File: src/rtl/rob_retire_ctrl_if.sv
// Bundles the queue, writeback, register-file and redirect signals of the retire controller.
interface rob_retire_ctrl_if #(
  parameter int unsigned REG_W  = 5,
  parameter int unsigned VAL_W  = 32,
  parameter int unsigned ADDR_W = 4
);
  localparam int unsigned ENTRY_W = VAL_W + REG_W + 2;

  // queue consumer side
  logic [ENTRY_W-1:0] q_head_data;
  logic               q_empty;
  logic               q_pop;
  logic               q_flush;
  logic [ADDR_W-1:0]  q_probe_idx;
  logic [ENTRY_W-1:0] q_probe_rdata;
  logic               q_probe_we;
  logic [ENTRY_W-1:0] q_probe_wdata;
  // writeback results
  logic               wb_valid;
  logic [ADDR_W-1:0]  wb_idx;
  logic [VAL_W-1:0]   wb_value;
  logic               wb_mispredict;
  // architectural state update and fetch redirect
  logic               rf_we;
  logic [REG_W-1:0]   rf_addr;
  logic [VAL_W-1:0]   rf_data;
  logic               redirect_valid;
  logic [VAL_W-1:0]   redirect_target;
  logic [31:0]        retire_count;

  // retire controller side
  modport master (
    input  q_head_data, q_empty, q_probe_rdata,
    input  wb_valid, wb_idx, wb_value, wb_mispredict,
    output q_pop, q_flush, q_probe_idx, q_probe_we, q_probe_wdata,
    output rf_we, rf_addr, rf_data, redirect_valid, redirect_target, retire_count
  );

  // queue / pipeline / register-file side
  modport slave (
    output q_head_data, q_empty, q_probe_rdata,
    output wb_valid, wb_idx, wb_value, wb_mispredict,
    input  q_pop, q_flush, q_probe_idx, q_probe_we, q_probe_wdata,
    input  rf_we, rf_addr, rf_data, redirect_valid, redirect_target, retire_count
  );
endinterface

File: src/rtl/rob_retire_ctrl.sv
// In-order retire controller on the consumer end of the reorder-buffer queue.
module rob_retire_ctrl #(
  parameter int unsigned REG_W  = 5,
  parameter int unsigned VAL_W  = 32,
  parameter int unsigned ADDR_W = 4
) (
  input  logic clk,
  input  logic reset,
  rob_retire_ctrl_if.master bus
);
  localparam int unsigned ENTRY_W = VAL_W + REG_W + 2;
  // selects the dest field, which the writeback read-modify-write keeps
  localparam logic [ENTRY_W-1:0] DEST_MASK = {VAL_W'(0), {REG_W{1'b1}}, 2'b00};

  typedef enum logic {ST_RUN, ST_DRAIN} state_t;

  state_t             r_state;
  state_t             w_state_nxt;
  logic [31:0]        r_retire_count;
  logic [31:0]        w_count_nxt;

  logic               w_head_done;
  logic               w_head_misp;
  logic [REG_W-1:0]   w_head_dest;
  logic [VAL_W-1:0]   w_head_value;
  logic [ENTRY_W-1:0] w_probe_wdata;

  assign w_head_done   = bus.q_head_data[0];
  assign w_head_misp   = bus.q_head_data[1];
  assign w_head_dest   = bus.q_head_data[REG_W+1:2];
  assign w_head_value  = bus.q_head_data[ENTRY_W-1:REG_W+2];
  assign w_probe_wdata = (bus.q_probe_rdata & DEST_MASK)
                       | {bus.wb_value, REG_W'(0), bus.wb_mispredict, 1'b1};

  assign bus.retire_count = r_retire_count;

  // State and retire counter; synchronous active-low reset.
  always_ff @(posedge clk) begin
    if (!reset) begin
      r_state        <= ST_RUN;
      r_retire_count <= 32'd0;
    end else begin
      r_state        <= w_state_nxt;
      r_retire_count <= w_count_nxt;
    end
  end

  // Next state and combinational outputs; everything reads zero while in reset.
  always_comb begin
    w_state_nxt         = r_state;
    w_count_nxt         = r_retire_count;
    bus.q_pop           = 1'b0;
    bus.q_flush         = 1'b0;
    bus.q_probe_idx     = '0;
    bus.q_probe_we      = 1'b0;
    bus.q_probe_wdata   = '0;
    bus.rf_we           = 1'b0;
    bus.rf_addr         = '0;
    bus.rf_data         = '0;
    bus.redirect_valid  = 1'b0;
    bus.redirect_target = '0;
    if (reset) begin
      bus.q_probe_idx = bus.wb_idx;
      case (r_state)
        ST_RUN: begin
          bus.q_probe_we    = bus.wb_valid;
          bus.q_probe_wdata = w_probe_wdata;
          if (!bus.q_empty && w_head_done) begin
            bus.q_pop   = 1'b1;
            bus.rf_we   = (w_head_dest != '0);
            bus.rf_addr = w_head_dest;
            bus.rf_data = w_head_value;
            w_count_nxt = r_retire_count + 32'd1;
            if (w_head_misp) begin
              bus.q_flush         = 1'b1;
              bus.redirect_valid  = 1'b1;
              bus.redirect_target = w_head_value;
              w_state_nxt         = ST_DRAIN;
            end
          end
        end
        ST_DRAIN: begin
          // single dead cycle while the queue settles empty after the flush
          w_state_nxt = ST_RUN;
        end
        default: w_state_nxt = ST_RUN;
      endcase
    end
  end
endmodule

File: src/flat_wrapper.sv
// flat-port wrapper written by rule: the top's interface ports become plain ports
module rob_retire_ctrl_flat 
#(
  parameter int unsigned REG_W  = 5,
  parameter int unsigned VAL_W  = 32,
  parameter int unsigned ADDR_W = 4
)
  (clk, reset, bus_q_head_data, bus_q_empty, bus_q_probe_rdata, bus_wb_valid, bus_wb_idx, bus_wb_value, bus_wb_mispredict, bus_q_pop, bus_q_flush, bus_q_probe_idx, bus_q_probe_we, bus_q_probe_wdata, bus_rf_we, bus_rf_addr, bus_rf_data, bus_redirect_valid, bus_redirect_target, bus_retire_count);
  rob_retire_ctrl_if #(.REG_W(REG_W), .VAL_W(VAL_W), .ADDR_W(ADDR_W)) bus_i ();
  input  logic clk;
  input  logic reset;
  input wire logic [$bits(bus_i.q_head_data)-1:0] bus_q_head_data;
  input wire logic [$bits(bus_i.q_empty)-1:0] bus_q_empty;
  input wire logic [$bits(bus_i.q_probe_rdata)-1:0] bus_q_probe_rdata;
  input wire logic [$bits(bus_i.wb_valid)-1:0] bus_wb_valid;
  input wire logic [$bits(bus_i.wb_idx)-1:0] bus_wb_idx;
  input wire logic [$bits(bus_i.wb_value)-1:0] bus_wb_value;
  input wire logic [$bits(bus_i.wb_mispredict)-1:0] bus_wb_mispredict;
  output wire logic [$bits(bus_i.q_pop)-1:0] bus_q_pop;
  output wire logic [$bits(bus_i.q_flush)-1:0] bus_q_flush;
  output wire logic [$bits(bus_i.q_probe_idx)-1:0] bus_q_probe_idx;
  output wire logic [$bits(bus_i.q_probe_we)-1:0] bus_q_probe_we;
  output wire logic [$bits(bus_i.q_probe_wdata)-1:0] bus_q_probe_wdata;
  output wire logic [$bits(bus_i.rf_we)-1:0] bus_rf_we;
  output wire logic [$bits(bus_i.rf_addr)-1:0] bus_rf_addr;
  output wire logic [$bits(bus_i.rf_data)-1:0] bus_rf_data;
  output wire logic [$bits(bus_i.redirect_valid)-1:0] bus_redirect_valid;
  output wire logic [$bits(bus_i.redirect_target)-1:0] bus_redirect_target;
  output wire logic [$bits(bus_i.retire_count)-1:0] bus_retire_count;
  assign bus_i.q_head_data = bus_q_head_data;
  assign bus_i.q_empty = bus_q_empty;
  assign bus_i.q_probe_rdata = bus_q_probe_rdata;
  assign bus_i.wb_valid = bus_wb_valid;
  assign bus_i.wb_idx = bus_wb_idx;
  assign bus_i.wb_value = bus_wb_value;
  assign bus_i.wb_mispredict = bus_wb_mispredict;
  assign bus_q_pop = bus_i.q_pop;
  assign bus_q_flush = bus_i.q_flush;
  assign bus_q_probe_idx = bus_i.q_probe_idx;
  assign bus_q_probe_we = bus_i.q_probe_we;
  assign bus_q_probe_wdata = bus_i.q_probe_wdata;
  assign bus_rf_we = bus_i.rf_we;
  assign bus_rf_addr = bus_i.rf_addr;
  assign bus_rf_data = bus_i.rf_data;
  assign bus_redirect_valid = bus_i.redirect_valid;
  assign bus_redirect_target = bus_i.redirect_target;
  assign bus_retire_count = bus_i.retire_count;
  rob_retire_ctrl #(.REG_W(REG_W), .VAL_W(VAL_W), .ADDR_W(ADDR_W)) u_core (.clk(clk), .reset(reset), .bus(bus_i));
endmodule
File: config.mk
export PLATFORM = sky130hd
export DESIGN_NAME = rob_retire_ctrl_flat
export DESIGN_NICKNAME = d
export VERILOG_FILES = /design/src/rtl/rob_retire_ctrl_if.sv /design/src/rtl/rob_retire_ctrl.sv /design/src/flat_wrapper.sv
export SDC_FILE = /design/constraint.sdc
export NUM_CORES = 1
export LEC_CHECK = 0
export ABC_AREA = 0
export BUFFER_PORTS_ARGS = -buffer_cell sky130_fd_sc_hd__buf_2
export CAP_MARGIN = 30
export CORE_AREA = 2 2 104 106
export DETAILED_ROUTE_END_ITERATION = 6
export DIE_AREA = 0 0 106 108
export SLEW_MARGIN = 20
export SYNTH_ARGS = -nofsm -noshare
export SYNTH_HDL_FRONTEND = slang
export SYNTH_SLANG_ARGS = --single-unit
File: constraint.sdc
create_clock -name clk -period 2 [get_ports clk]
set_input_delay 0.1 -clock clk [delete_from_list [all_inputs] [get_ports clk]]
set_output_delay 0.1 -clock clk [all_outputs]
set_load 0.005 [all_outputs]
==> run summary <==
status - complete, no violations
Yosys cell types - 39
Max clock buf depth - 2
initial core utilization - 24.2%
TritonCTS buffer count - 5
critical path class - reg2reg
sw frac - 26.8%
Die X - 106 µm
dpl cells - 680
number of synthesized flops with an enable pin - 0
n_diodes - 0
worst vdd ir - 210 µV
I/O pin cnt - 268
Worst-Skew Late Latency - 0.29 ns
R2R cell count - 5
Slew Limit Fails - 0
setup_tns - 0 ns
sequential area share after synthesis - 26.7%
Final Hold Viols - 0
initial antenna violation count - 1
crit path to - u_core.bus.retire_count[14]
die height - 108 µm
Seq pwr share - 42.7%
CTS sink cnt - 33
htree depth - 2
Worst-path clk slew - 0.07 ns
flop2flop setup slack - 0.16 ns
first-pass GRT wire length - 16.4 mm
pwr/cell area - 395 nW/µm²
clock power share - 35.9%
routed wl met2 - 5.44 mm
Core Box Area - 10,200 µm²
I/O Buffers - 233
area of the mapped netlist - 2480 µm²
Tmin final - 1.84 ns
met3 wire len - 1.32 mm
CP max stage cell - or3_1
hold slack - 0.318 ns
Syn Nets - 442
max cap viols - 0
post-route design area - 3940 µm²
GRT Total Usage - 18.5%
CTS root buf - clkbuf_8
antenna viol nets, final - 0
synthesis warning total - 0
Top Metal Used - met5
Largest stage delay, worst path - 0.55 ns
Crit. End Element - register
vias in the first global route - 2,962
Gate power share - 21.4%
vias per cell - 4.63
Rows - 37
Final setup viols - 0
fin util - 38.5%
Post-Synthesis Cells - 322
Layout area overhead - 59.2%
Remaining DRCs - 0
grt ovf - 0
most frequent cell after synthesis - and2_1
post-synth top area cell - dfxtp_1
met1 wire length - 4.27 mm
Final period util - 92.2%
ys async rst share - 0%
fmax - 542 MHz
RR Startpoint - u_core.bus.retire_count[6]
Data arrival, critical path - 2.06 ns
Post-DP Area - 3830 µm²
multi-input logic area - 1710 µm²
Setup Skew - 0.00642 ns
Storage cell area - 661 µm²
Static Leak - 0.00215 µW
synthesized flop and latch total - 33
Mean Syn Cell Area - 7.69 µm²
actual transition at the worst max-transition pin - 0.431 ns
crit path launch - u_core.bus.retire_count[6]
Layout Cells excl Fill - 688
R2R Path End - u_core.bus.retire_count[14]
Synth top area share - 26.7%
die area - 11,400 µm²
fill cell count - 1,084
CP Data Required Time - 2.22 ns
initial DRC count - 118
postcts setup bufs - 0
Slew HR - 71.0%
1st-pass router iterations - 4
WL/cell - 16.2 µm
pin count of the biggest net entering global routing - 74
CTS tree - yes
hpwl dp - 9.23 mm
total number of vias - 3,188
crit-path most repeated cell - or3_1
Placer Congestion - 0.820
HP Class - in2reg
Post-Route WL - 11.2 mm
layout cells sized above 1 - 48.2%
Worst Path Max Fanout - 8
sw power - 417 µW
RSZ-0062 raised after global routing - false
synth top area cells - dfxtp_1, and2_1, and3_1
internal power - 1140 µW
startpoint types - register
top_reg_cell synth - dfxtp_1
critical path, cell by cell - nand4_4 -> or3_1 -> buf_4 -> or3_1 -> a21oi_1
Post-synth top cells - and2_1, dfxtp_1, and3_1, clkbuf_1, nand2_1
Final Net Count - 671
-- cells by family (layout without fill, tap and decap cells) --
family / count (synthesis) / after routing / synth area share [%]
fa+ha+maj: 1 / 1 / 0.505
xor+xnor: 11 / 11 / 3.89
buf+inv: 30 / 260 / 5.15
flops: 33 / 33 / 26.7
simple gates: 212 / 212 / 53.3
compound gates: 27 / 27 / 7.28
mux: 8 / 8 / 3.23
-- worst max-delay path: cells and delay by family, from the launching register on --
| kind | cells | cell delay, ns |
|---|---|---|
| AO/OA/AOI/OAI | 1 | 0.14 |
| AND/OR/NAND/NOR | 3 | 0.99 |
| flip-flops | 1 | 0.42 |
| buffers and inverters | 1 | 0.23 |
-- how the worst min path moves through the flow --
stage	start	to	slack, ns	cells after the start
6_report	bus_q_head_data[1]	u_core.r_state	0.32	2
5_1_grt	reset	u_core.bus.retire_count[29]	0.35	4
4_1_cts	bus_q_head_data[1]	u_core.r_state	0.31	2
3_5_place_dp	u_core.bus.retire_count[31]	u_core.bus.retire_count[31]	0.46	2
3_3_place_gp	u_core.bus.retire_count[31]	u_core.bus.retire_count[31]	0.46	2
2_1_floorplan	reset	u_core.bus.retire_count[18]	0.25	2
-- layout by cell type, fill, tap and decap left out, types with 6 or more instances in the layout --
| master | instances |
|---|---|
| buf_2 | 233 |
| and2_1 | 84 |
| dfxtp_1 | 33 |
| and3_1 | 32 |
| nand2_1 | 19 |
| buf_4 | 13 |
| nor2_1 | 11 |
| a21oi_1 | 10 |
| nand2b_1 | 10 |
| nand3_1 | 9 |
| nor4_1 | 8 |
| mux2i_1 | 8 |
| clkbuf_8 | 7 |
| or4_1 | 6 |
| nand4_1 | 6 |
| or3_1 | 6 |
| xnor2_1 | 6 |
-- power by group through the flow --
stage	logic (µW)	clock network [µW]	registers (µW)
after floorplan	123	0	679
after global placement	332	0	679
after detailed placement	335	0	680
after CTS	339	581	664
after global routing	371	610	664
final	334	559	665
-- flip-flops by register name, summed over array words and instances (netlist names) --
signal                   flops
u_core.bus.retire_count     32
u_core.r_state               1
-- repair_timing --
action | in CTS | in global routing
hold buffers | 0 | 0
gates resized for setup | 0 | 2
setup endpoints to repair | 0 | 2
-- per-stage QoR --
step           worst slack (ns)  total power (µW)
2_1_floorplan             0.211               802
3_3_place_gp              0.194              1010
3_5_place_dp              0.167              1010
4_1_cts                   0.148              1580
5_1_grt                  0.0227              1640
6_report                  0.156              1560
-- layout make-up --
cell class / instances / area share (%)
clock buffers: 7 / 2.44
clock inverters: 1 / 0.127
inverters: 5 / 0.476
multi-input cells: 259 / 43.3
flip-flops and latches: 33 / 16.8
well taps: 136 / 4.32
repair buffers: 247 / 32.6
-- routing by layer --
layer	vias up	global-route usage, %
met5	-	0
met3	10	10.1
met1	1485	20.8
li1	1574	-
met4	2	3.85
met2	117	31.1
Power figures use the tool's default switching activity.
